`config.mk`:
```
export PLATFORM = sky130hd
export DESIGN_NAME = icache_refill
export DESIGN_NICKNAME = d
export VERILOG_FILES = /design/src/rtl/icache_refill.sv
export SDC_FILE = /design/constraint.sdc
export NUM_CORES = 1
export LEC_CHECK = 0
export ABC_CLOCK_PERIOD_IN_PS = 2500
export CAP_MARGIN = 20
export CORE_MARGIN = 2
export CORE_UTILIZATION = 46
export DETAILED_ROUTE_END_ITERATION = 12
export GPL_TIMING_DRIVEN = 0
export PLACE_DENSITY = 0.81
export SETUP_SLACK_MARGIN = 0.2
export SKIP_CTS_REPAIR_TIMING = 1
export SYNTH_ARGS = -nofsm -noshare
export SYNTH_HDL_FRONTEND = slang
export SYNTH_SLANG_ARGS = --single-unit
```
`constraint.sdc`:
```
create_clock -name clk -period 2.5 [get_ports clk]
set_clock_uncertainty 0.1 [all_clocks]
set_input_delay 0.75 -clock clk [delete_from_list [all_inputs] [get_ports clk]]
set_output_delay 0.75 -clock clk [all_outputs]
set_load 0.05 [all_outputs]
```
`src/rtl/icache_refill.sv`:
```
// Instruction-cache line refill engine: takes one miss, issues a line read,
// assembles the response beats and writes the finished line back with a one-cycle strobe.
module icache_refill #(
    parameter int XLEN   = 32,
    parameter int ICLLEN = 128,
    parameter int MEMW   = 32
) (
    input  logic              clk,
    input  logic              rst,
    input  logic              miss_valid,
    input  logic [XLEN-1:0]   miss_addr,
    output logic              miss_ready,
    input  logic              flush,
    output logic              mem_req_valid,
    output logic [XLEN-1:0]   mem_req_addr,
    input  logic              mem_req_ready,
    input  logic              mem_resp_valid,
    input  logic [MEMW-1:0]   mem_resp_data,
    output logic              fill_valid,
    output logic [XLEN-1:0]   fill_addr,
    output logic [ICLLEN-1:0] fill_data,
    output logic              busy
);

    localparam int BEATS = ICLLEN / MEMW;
    localparam int BW    = $clog2(BEATS);
    localparam int OFFW  = $clog2(ICLLEN / 8);

    typedef enum logic [2:0] {
        IDLE  = 3'd0,
        REQ   = 3'd1,
        RESP  = 3'd2,
        DRAIN = 3'd3,
        FILL  = 3'd4
    } state_t;

    state_t            state_q, state_d;
    logic [BW-1:0]     beat_q, beat_d;
    logic [XLEN-1:0]   line_addr_q, line_addr_d;
    logic [ICLLEN-1:0] line_q, line_d;
    logic              lastBeat;

    assign lastBeat = mem_resp_valid && (beat_q == BW'(BEATS - 1));

    // A flush that coincides with the final beat has nothing left to drain,
    // so it goes straight back to IDLE instead of waiting in DRAIN forever.
    always_comb begin
        state_d     = state_q;
        beat_d      = beat_q;
        line_addr_d = line_addr_q;
        line_d      = line_q;
        case (state_q)
            IDLE: begin
                if (miss_valid && !flush) begin
                    line_addr_d = {miss_addr[XLEN-1:OFFW], {OFFW{1'b0}}};
                    beat_d      = '0;
                    state_d     = REQ;
                end
            end
            REQ: begin
                if (flush) begin
                    state_d = IDLE;
                end else if (mem_req_ready) begin
                    state_d = RESP;
                end
            end
            RESP: begin
                if (mem_resp_valid) begin
                    line_d[beat_q*MEMW +: MEMW] = mem_resp_data;
                    beat_d = beat_q + 1'b1;
                end
                if (lastBeat) begin
                    state_d = flush ? IDLE : FILL;
                end else if (flush) begin
                    state_d = DRAIN;
                end
            end
            DRAIN: begin
                if (mem_resp_valid) begin
                    beat_d = beat_q + 1'b1;
                    if (lastBeat) begin
                        state_d = IDLE;
                    end
                end
            end
            FILL: begin
                state_d = IDLE;
            end
            default: begin
                state_d = IDLE;
            end
        endcase
    end

    always_ff @(posedge clk) begin
        if (rst) begin
            state_q     <= IDLE;
            beat_q      <= '0;
            line_addr_q <= '0;
            line_q      <= '0;
        end else begin
            state_q     <= state_d;
            beat_q      <= beat_d;
            line_addr_q <= line_addr_d;
            line_q      <= line_d;
        end
    end

    assign miss_ready    = (state_q == IDLE);
    assign busy          = (state_q != IDLE);
    assign mem_req_valid = (state_q == REQ) && !flush;
    assign mem_req_addr  = line_addr_q;
    assign fill_valid    = (state_q == FILL);
    assign fill_addr     = line_addr_q;
    assign fill_data     = line_q;

endmodule

```
==> metrics.cfg, run 1 <==
[sta]
period_share_pct=98.9
fmax_mhz=404
maxSlewViolCount=0
setup_viol=0
period_needed_ns=2.47
rsz0062_at_grt=yes
slew_headroom_pct=53.8
hold_viol=0
max_slew.worst_pin.slew_ns=0.693

[routing]
drt_first_pass_iters=5
vias=7419
drc=0
wl_per_cell_um=19.1
ant_nets=0
drtIter0Drc=655
via_per_inst=5.49
wirelength_um=25800

[power]
p_switching_uw=1640
power_uw=6070
p_leak_uw=0.00740
p_int_uw=4430
p_seq_share_pct=43.3
comb_power_share_pct=14.6
swShare_pct=27.0
clkPwrFrac_pct=42.1
p_per_area_mw_per_mm2=526
vdd_ir_drop_max_mv=0.479

[cts]
htreeDepth=4
cts_tree=yes
clock_latency_ns=0.42
cts_sinks=161
cts_buffer_depth=2
path_clk_slew_ns=0.06
cts-root-buf=clkbuf_16
cts-buffers-inserted=17

[hold_path]
hold_depth=2
holdCritPathClass=register to register

[cells_and_area]
final_area_mm2=0.0115
fin_nets=1198
fin_cells=1351
fillers=1244
post-route-util_pct=72.1
multiInputGateArea_mm2=0.00346
ff_latch_area_mm2=0.00323
diodes=0
drive_above_1_share_pct=17.1
syn2layout_area_growth_pct=52.2

[synthesis]
synth_most_common_cell=dfxtp_1
yosysUniqueCellTypes=39
ys_ff_latch=161
yosys_warnings=0
synthArstFlopShare_pct=0
ys.flop_type=dfxtp_1
synth.top_cell.area_share_pct=42.5
synth_top_area_cell=dfxtp_1
syn_area_mm2=0.00758
seq_area_frac_synth_pct=42.5
syn-mean-instance-area_um2=9.07
yosys-top-cells-area=dfxtp_1 (43%), nand2b_1 (11%), nand4_1 (11%), o21ai_1 (8.1%), buf_4 (5.2%)
synth_edf_count=0
yosys-top-cells-count=dfxtp_1 (161), nand2b_1 (130), nand4_1 (128)
synth_cells=836

[worst_setup_path]
r2r-start=beat_q[0]
crit_type=register to primary output
r2r_cells=7
cp-start-kind=register
worstPathMaxFanout=10
rr_endpoint=fill_data[54]
critPathArrivalTime_ns=1.62
critPathCapture=busy
cp-startpoint=state_q[1]
end_kind=primary output
timing.reg2reg.setup_slack_ns=0.34
required_ns=1.65

[run]
max-cap-violations=0

[place]
place_inst=1311
portBuffers=252
post-dp-hpwl_um=18300
place_congestion=0.867
place_area_mm2=0.0104

[floorplan]
coreArea_mm2=0.0160
ioPinCount=266
die_area_mm2=0.0175
fp.dieW_um=132
fp.dieH_um=132
rows=46
initial_utilization_pct=47.4

[global_routing]
first_global_vias=7298
grt_pass1_wl_um=39000
grt_max_degree=17
track_usage_pct=28.2
antenna_found_initial=0
gr-total-overflow=0

[outcome]
outcome=finished, final reports clean

-- power groups by stage --
stage / logic [uW] / clock network [uW] / registers [uW]
global placement: 846 / 0 / 2690
floorplan: 435 / 0 / 2780
detailed placement: 851 / 0 / 2690
CTS: 855 / 2570 / 2630
finish: 885 / 2550 / 2630
global route: 929 / 2670 / 2630
-- registers in the layout, indices dropped and copies added, names as in the netlist --
register	count
beat_q	2
state_q	3
fill_addr	28
fill_data	128
-- final cells by class --
| cell class | instances | share of cell area [%] |
|---|---|---|
| timing repair buffer | 261 | 26.4 |
| tap | 216 | 2.34 |
| inverter | 5 | 0.163 |
| clock buffer | 19 | 3.75 |
| clock inverter | 12 | 1.14 |
| buffer | 125 | 8.24 |
| multi-input combinational | 552 | 30.0 |
| sequential | 161 | 28.0 |
-- worst max-delay path, cell delays in order, from the launching register on --
cell	delay (ns)
dfxtp_2	0.32
buf_6	0.13
nor3_4	0.22
inv_2	0.09
clkbuf_2	0.20
buf_2	0.25
-- layer usage --
metal	global-route usage [%]	vias up	wire length [um]
met1	34.3	3467	10100
met5	0	-	0
met4	11.2	0	703
li1	-	3506	-
met2	47.2	387	12700
met3	7.84	59	2340
-- metrics by stage --
step,hold slack (ns),TNS (ns),setup slack (ns)
final,0.361,0,0.0269
after CTS,0.365,-5.01,-0.794
after global placement,0.352,-1.29,-0.740
after global routing,0.383,-0.0400,-0.0400
after detailed placement,0.355,-1.29,-0.741
after floorplan,0.401,0,0.371
-- layout by cell type, fill, tap and decap left out, types with 4 or more instances in the layout --
cell type,Yosys,routed
dlymetal6s2s_1,0,184
dfxtp_1,161,157
nand2b_1,130,130
nand4_1,128,128
o21ai_1,122,122
clkdlybuf4s50_1,0,63
buf_4,53,61
o21ai_2,34,34
and2b_1,32,32
nand3_1,30,30
a21oi_1,30,30
buf_2,28,28
clkbuf_1,26,26
clkbuf_16,0,17
buf_12,11,11
buf_6,7,9
conb_1,1,8
ha_1,5,5
inv_1,4,4
and2_4,4,4
dfxtp_2,0,4
clkinvlp_4,0,4
-- cell families (layout without fill, tap and decap cells) --
| family | Yosys count | count (layout) | share of synthesized area (%) |
|---|---|---|---|
| AO/OA/AOI/OAI | 195 | 195 | 14.9 |
| AND/OR/NAND/NOR | 344 | 344 | 29.2 |
| adder cells (fa/ha/maj) | 5 | 5 | 0.825 |
| other | 1 | 8 | 0.0495 |
| buffers and inverters | 130 | 422 | 12.6 |
| flip-flops | 161 | 161 | 42.5 |
-- how the worst min path moves through the flow --
stage | start | end | slack (ns)
2_1_floorplan | beat_q[1] | beat_q[1] | 0.40
3_3_place_gp | fill_data[112] | fill_data[112] | 0.35
3_5_place_dp | fill_data[69] | fill_data[69] | 0.36
4_1_cts | fill_data[69] | fill_data[69] | 0.37
5_1_grt | fill_data[70] | fill_data[70] | 0.38
6_report | fill_data[69] | fill_data[69] | 0.36
No activity file was read; power rests on OpenSTA's default activity.
==> inputs of run 2 (changes only) <==
--- a/config.mk
+++ b/config.mk
@@ -7,6 +7,7 @@
 export LEC_CHECK = 0
 export ABC_CLOCK_PERIOD_IN_PS = 2500
 export CAP_MARGIN = 20
+export CORE_ASPECT_RATIO = 1.5
 export CORE_MARGIN = 2
 export CORE_UTILIZATION = 46
 export DETAILED_ROUTE_END_ITERATION = 12
==> run 2 against run 1 <==
Effect of this change:
- count of clock-buffer cells in the layout up 3
- critical endpoint is now miss_ready
- sequential cell count stayed put
- largest cell class unchanged
- sequential power hardly changed
- first-iteration DRC count down 41%
- critical path depth down 1
- total power grew 3.1%
- sequential share of layout area is essentially flat
- routed wire length barely moved
- fmax rose by 7.6%
- worst setup slack better by 0.17 ns
==> metrics.cfg, run 2 (synthesis results as in run 1) <==
[routing]
via_per_inst=5.53
wirelength_um=25800
vias=7380
drtIter0Drc=387
ant_nets=0
drt_first_pass_iters=4
wl_per_cell_um=19.3
drc=0

[floorplan]
rows=57
coreArea_mm2=0.0162
die_area_mm2=0.0175
ioPinCount=266
initial_utilization_pct=46.8
fp.dieH_um=161
fp.dieW_um=109

[place]
portBuffers=252
place_inst=1301
post-dp-hpwl_um=18600
place_area_mm2=0.0104
place_congestion=0.863
place_ws_ns=-0.728

[worst_setup_path]
worstPathMaxFanout=10
cp_slowest_stage_delay_ns=0.38
end_kind=primary output
required_ns=1.65
critPathArrivalTime_ns=1.45
cp_num_buf_inv=3
crit_type=register to primary output
crit_top_cell=buf_8
crit_family=buffers and inverters
cp-start-kind=register
slowest_stage=dfxtp_4
cp_cell_sequence=nor3_4, buf_6, buf_8, buf_8

[cts]
cts-root-buf=clkbuf_16
htreeDepth=4
cts_buffer_depth=2
cts_tree=yes
cts-buffers-inserted=17
clock_latency_ns=0.42
cts_sinks=161
path_clk_slew_ns=0.07

[sta]
whs_ns=0.361
rsz0062_at_grt=yes
period_needed_ns=2.30
maxSlewViolCount=0
setup_viol=0
hold_viol=0
setup_slack_ns=0.201
max_slew.worst_pin.slew_ns=0.637
period_share_pct=92.0
fmax_mhz=435
finalSetupTns_ns=0
slew_headroom_pct=57.5

[global_routing]
use_met3_pct=7.47
grt_busiest_layer=met2
grt_max_degree=17
first_global_vias=7129
met2_usage_pct=48.1
grtUsageMet1_pct=32.4
track_usage_pct=27.9
antenna_found_initial=1
grt_pass1_wl_um=37800
gr-total-overflow=0

[cells_and_area]
layout_common_cells=dlymetal6s2s_1 (185), dfxtp_1 (158), nand2b_1 (130)
fillers=1190
fin_nets=1191
final_common_cell=dlymetal6s2s_1
diodes=0
fin_cells=1335
drive_above_1_share_pct=16.4
largest_reg_flops=128
final_area_mm2=0.0116
syn2layout_area_growth_pct=52.5

[power]
p_per_area_mw_per_mm2=541
vdd_ir_drop_max_mv=0.378
p_leak_uw=0.00741

[hold_path]
holdCritPathClass=register to register

[outcome]
outcome=finished, final reports clean

[run]
max-cap-violations=0

run 2: cell count changes in the layout (fill, tap and decap cells not counted), moves of 2 or more:
cell and delta:
clkinv_4 +3, dfxtp_2 -3, buf_4 -8, clkinvlp_4 -2, buf_6 +3, inv_6 -2, clkbuf_2 -2, clkbuf_8 +2
clkinv_2 -3, dfxtp_4 +2
run 2: worst register-to-register path: cells and delay by family (launching register included):
family	cells	cell delay (ns)
DFF	1	0.45
and+or+nand+nor	2	0.38
AOI/OAI and AO/OA	1	0.08
buffers and inverters	3	0.59
adders and majority gates	1	0.47
run 2: layout make-up:
| type | instances | area, um^2 | share of cell area, % |
|---|---|---|---|
| Buffer | 125 | 957 | 8.28 |
| Clock buffer | 22 | 464 | 4.02 |
| Multi-Input combinational cell | 552 | 3460 | 29.9 |
| Tap cell | 206 | 258 | 2.23 |
| Sequential cell | 161 | 3230 | 28.0 |
| Timing Repair Buffer | 254 | 3020 | 26.1 |
| Clock inverter | 10 | 151 | 1.31 |
| Inverter | 5 | 18.8 | 0.162 |
run 2: report_power, final:
part | switching, uW | internal (uW)
Clock | 1110 | 1640
Sequential | 33.3 | 2600
Combinational | 520 | 358
run 2: worst paths after layout:
kind / from / end / slack (ns) / cells after the start
setup / recovery: state_q[2] / miss_ready / 0.20 / 4
hold reg to reg: fill_data[74] / fill_data[74] / 0.36 / 2
setup reg to reg: beat_q[0] / fill_data[36] / 0.38 / 7
hold / removal: fill_data[74] / fill_data[74] / 0.36 / 2
run 2: metal layers:
| layer | routed length [um] | share of wire (%) |
|---|---|---|
| met3 | 2170 | 8.4 |
| met4 | 831 | 3.2 |
| met5 | 13 | 0.050 |
| met2 | 13100 | 51 |
| met1 | 9640 | 37 |
run 2: through the flow:
step | util [%] | total power (uW)
floorplan | - | 3220
global placement | 64.3 | 3530
detailed placement | 64.3 | 3540
CTS | 68.1 | 6230
global route | 71.4 | 6430
finish | 71.4 | 6260
==> inputs of run 3 (changes only) <==
--- a/config.mk
+++ b/config.mk
@@ -9,10 +9,10 @@
 export CAP_MARGIN = 20
 export CORE_ASPECT_RATIO = 1.5
 export CORE_MARGIN = 2
-export CORE_UTILIZATION = 46
+export CORE_UTILIZATION = 45
 export DETAILED_ROUTE_END_ITERATION = 12
 export GPL_TIMING_DRIVEN = 0
-export PLACE_DENSITY = 0.81
+export PLACE_DENSITY = 0.8
 export SETUP_SLACK_MARGIN = 0.2
 export SKIP_CTS_REPAIR_TIMING = 1
 export SYNTH_ARGS = -nofsm -noshare
==> run 3 against run 2 <==
Effect of this change:
- total power down 3.8%
- via count fell by 0.38%
- register-to-register slack improved by 0.02 ns
- non-clock buffer count is 4 higher
- critical path depth is 1 higher
==> metrics.cfg, run 3 (synthesis results as in run 1) <==
[outcome]
outcome=finished, final reports clean

[place]
post-dp-hpwl_um=18700
place_congestion=0.866
portBuffers=252

[floorplan]
initial_utilization_pct=45.6
rows=58
ioPinCount=266
fp.dieW_um=110
coreArea_mm2=0.0166
fp.dieH_um=163
die_area_mm2=0.0179

[sta]
period_share_pct=97.6
maxSlewViolCount=0
max_slew.worst_pin.slew_ns=0.731
period_needed_ns=2.44
slew_headroom_pct=51.3
setup_viol=0
whs_ns=0.360
finalSetupTns_ns=0
hold_viol=0
fmax_mhz=410
rsz0062_at_grt=yes

[cells_and_area]
drive_above_1_share_pct=16.9
diodes=0
fin_nets=1195
fillers=1244
syn2layout_area_growth_pct=52.0
layout_common_cells=dlymetal6s2s_1 (185), dfxtp_1 (158), nand2b_1 (130)
final_common_cell=dlymetal6s2s_1
largest_reg_flops=128

[worst_setup_path]
crit_family=buffers and inverters
cp_slowest_stage_delay_ns=0.33
r2r_cells=7
cp-start-kind=register
cp_num_buf_inv=4
slowest_stage=dfxtp_1
required_ns=1.65
critPathArrivalTime_ns=1.59
worstPathMaxFanout=10
cp_cell_sequence=buf_6, nor3_4, inv_2, clkbuf_2, buf_2
crit_type=register to primary output
rr_endpoint=fill_data[45]
end_kind=primary output
timing.reg2reg.setup_slack_ns=0.40
r2r-start=beat_q[0]

[global_routing]
met2_usage_pct=47.2
first_global_vias=7021
grt_busiest_layer=met2
grt_max_degree=17
antenna_found_initial=0
gr-total-overflow=0
track_usage_pct=27.6
grtUsageMet1_pct=33.2
use_met3_pct=5.32
grt_pass1_wl_um=37700

[power]
vdd_ir_drop_max_mv=0.401
p_per_area_mw_per_mm2=522
p_int_uw=4340
p_switching_uw=1680
p_leak_uw=0.00740
power_uw=6020
p_seq_share_pct=43.7
clkPwrFrac_pct=41.8
swShare_pct=27.9
comb_power_share_pct=14.5

[run]
max-cap-violations=0

[routing]
drtIter0Drc=417
vias=7352
drc=0
via_per_inst=5.47
wl_per_cell_um=18.9
ant_nets=0
wirelength_um=25400
drt_first_pass_iters=4

[hold_path]
min_from=fill_data[8]
hold_end=fill_data[8]
hold_depth=2
holdCritPathClass=register to register

[cts]
cts_tree=yes
cts_sinks=161
cts_buffer_depth=2
cts-root-buf=clkbuf_16
clock_latency_ns=0.42
path_clk_slew_ns=0.06
cts-buffers-inserted=17
htreeDepth=4

[run 3: changes by cell type in the layout (fill, tap and decap cells not counted), sizes merged]
cell | previous run | this run
clkbuf | 47 | 46
inv | 7 | 10
bufinv | 3 | 1
clkinv | 3 | 6
buf | 106 | 107
[run 3: routing by layer]
metal | wire (um) | part of all wire (%)
met4 | 865 | 3.4
met5 | 0 | 0
met3 | 1920 | 7.6
met2 | 12900 | 51
met1 | 9780 | 38
[run 3: worst max path at each step]
stage | slack, ns | cells past startpoint | from | to
after floorplan | 0.37 | 1 | flush | mem_req_valid
after global placement | -0.74 | 3 | flush | mem_req_valid
after detailed placement | -0.75 | 3 | flush | mem_req_valid
after CTS | -0.85 | 4 | state_q[2] | busy
after global routing | -0.006 | 5 | state_q[1] | busy
final | 0.06 | 5 | state_q[1] | busy
[run 3: layout make-up]
cell class                      count  area [um^2]  share of cell area (%)
Sequential cell                   161         3230                    28.1
Buffer                            125          953                    8.28
Clock inverter                     14          133                    1.15
Tap cell                          210          263                    2.28
Multi-Input combinational cell    552         3460                    30.0
Timing Repair Buffer              258         3030                    26.3
Inverter                            5         18.8                   0.163
Clock buffer                       18          429                    3.73
[run 3: per-stage QoR]
| step | std cells | cell area, um^2 | utilization (%) | setup slack, ns |
|---|---|---|---|---|
| after floorplan | 843 | 7620 | - | 0.371 |
| after global placement | 1305 | 10400 | 62.6 | -0.739 |
| after detailed placement | 1305 | 10400 | 62.6 | -0.751 |
| after CTS | 1337 | 11000 | 66.0 | -0.850 |
| after global routing | 1343 | 11500 | 69.3 | -0.00597 |
| final | 1343 | 11500 | 69.3 | 0.0612 |
[run 3: tightest hold or removal path, delay by kind of cell (launching register included)]
kind / cells / cell delay [ns]
and+or+nand+nor: 1 / 0.06
DFF: 1 / 0.31
AOI/OAI and AO/OA: 1 / 0.05
[run 3: power by group through the flow]
| stage | logic [uW] | clock network [uW] | registers (uW) |
|---|---|---|---|
| CTS | 857 | 2520 | 2630 |
| global route | 911 | 2630 | 2630 |
| floorplan | 435 | 0 | 2780 |
| global placement | 848 | 0 | 2690 |
| finish | 871 | 2520 | 2630 |
| detailed placement | 853 | 0 | 2690 |
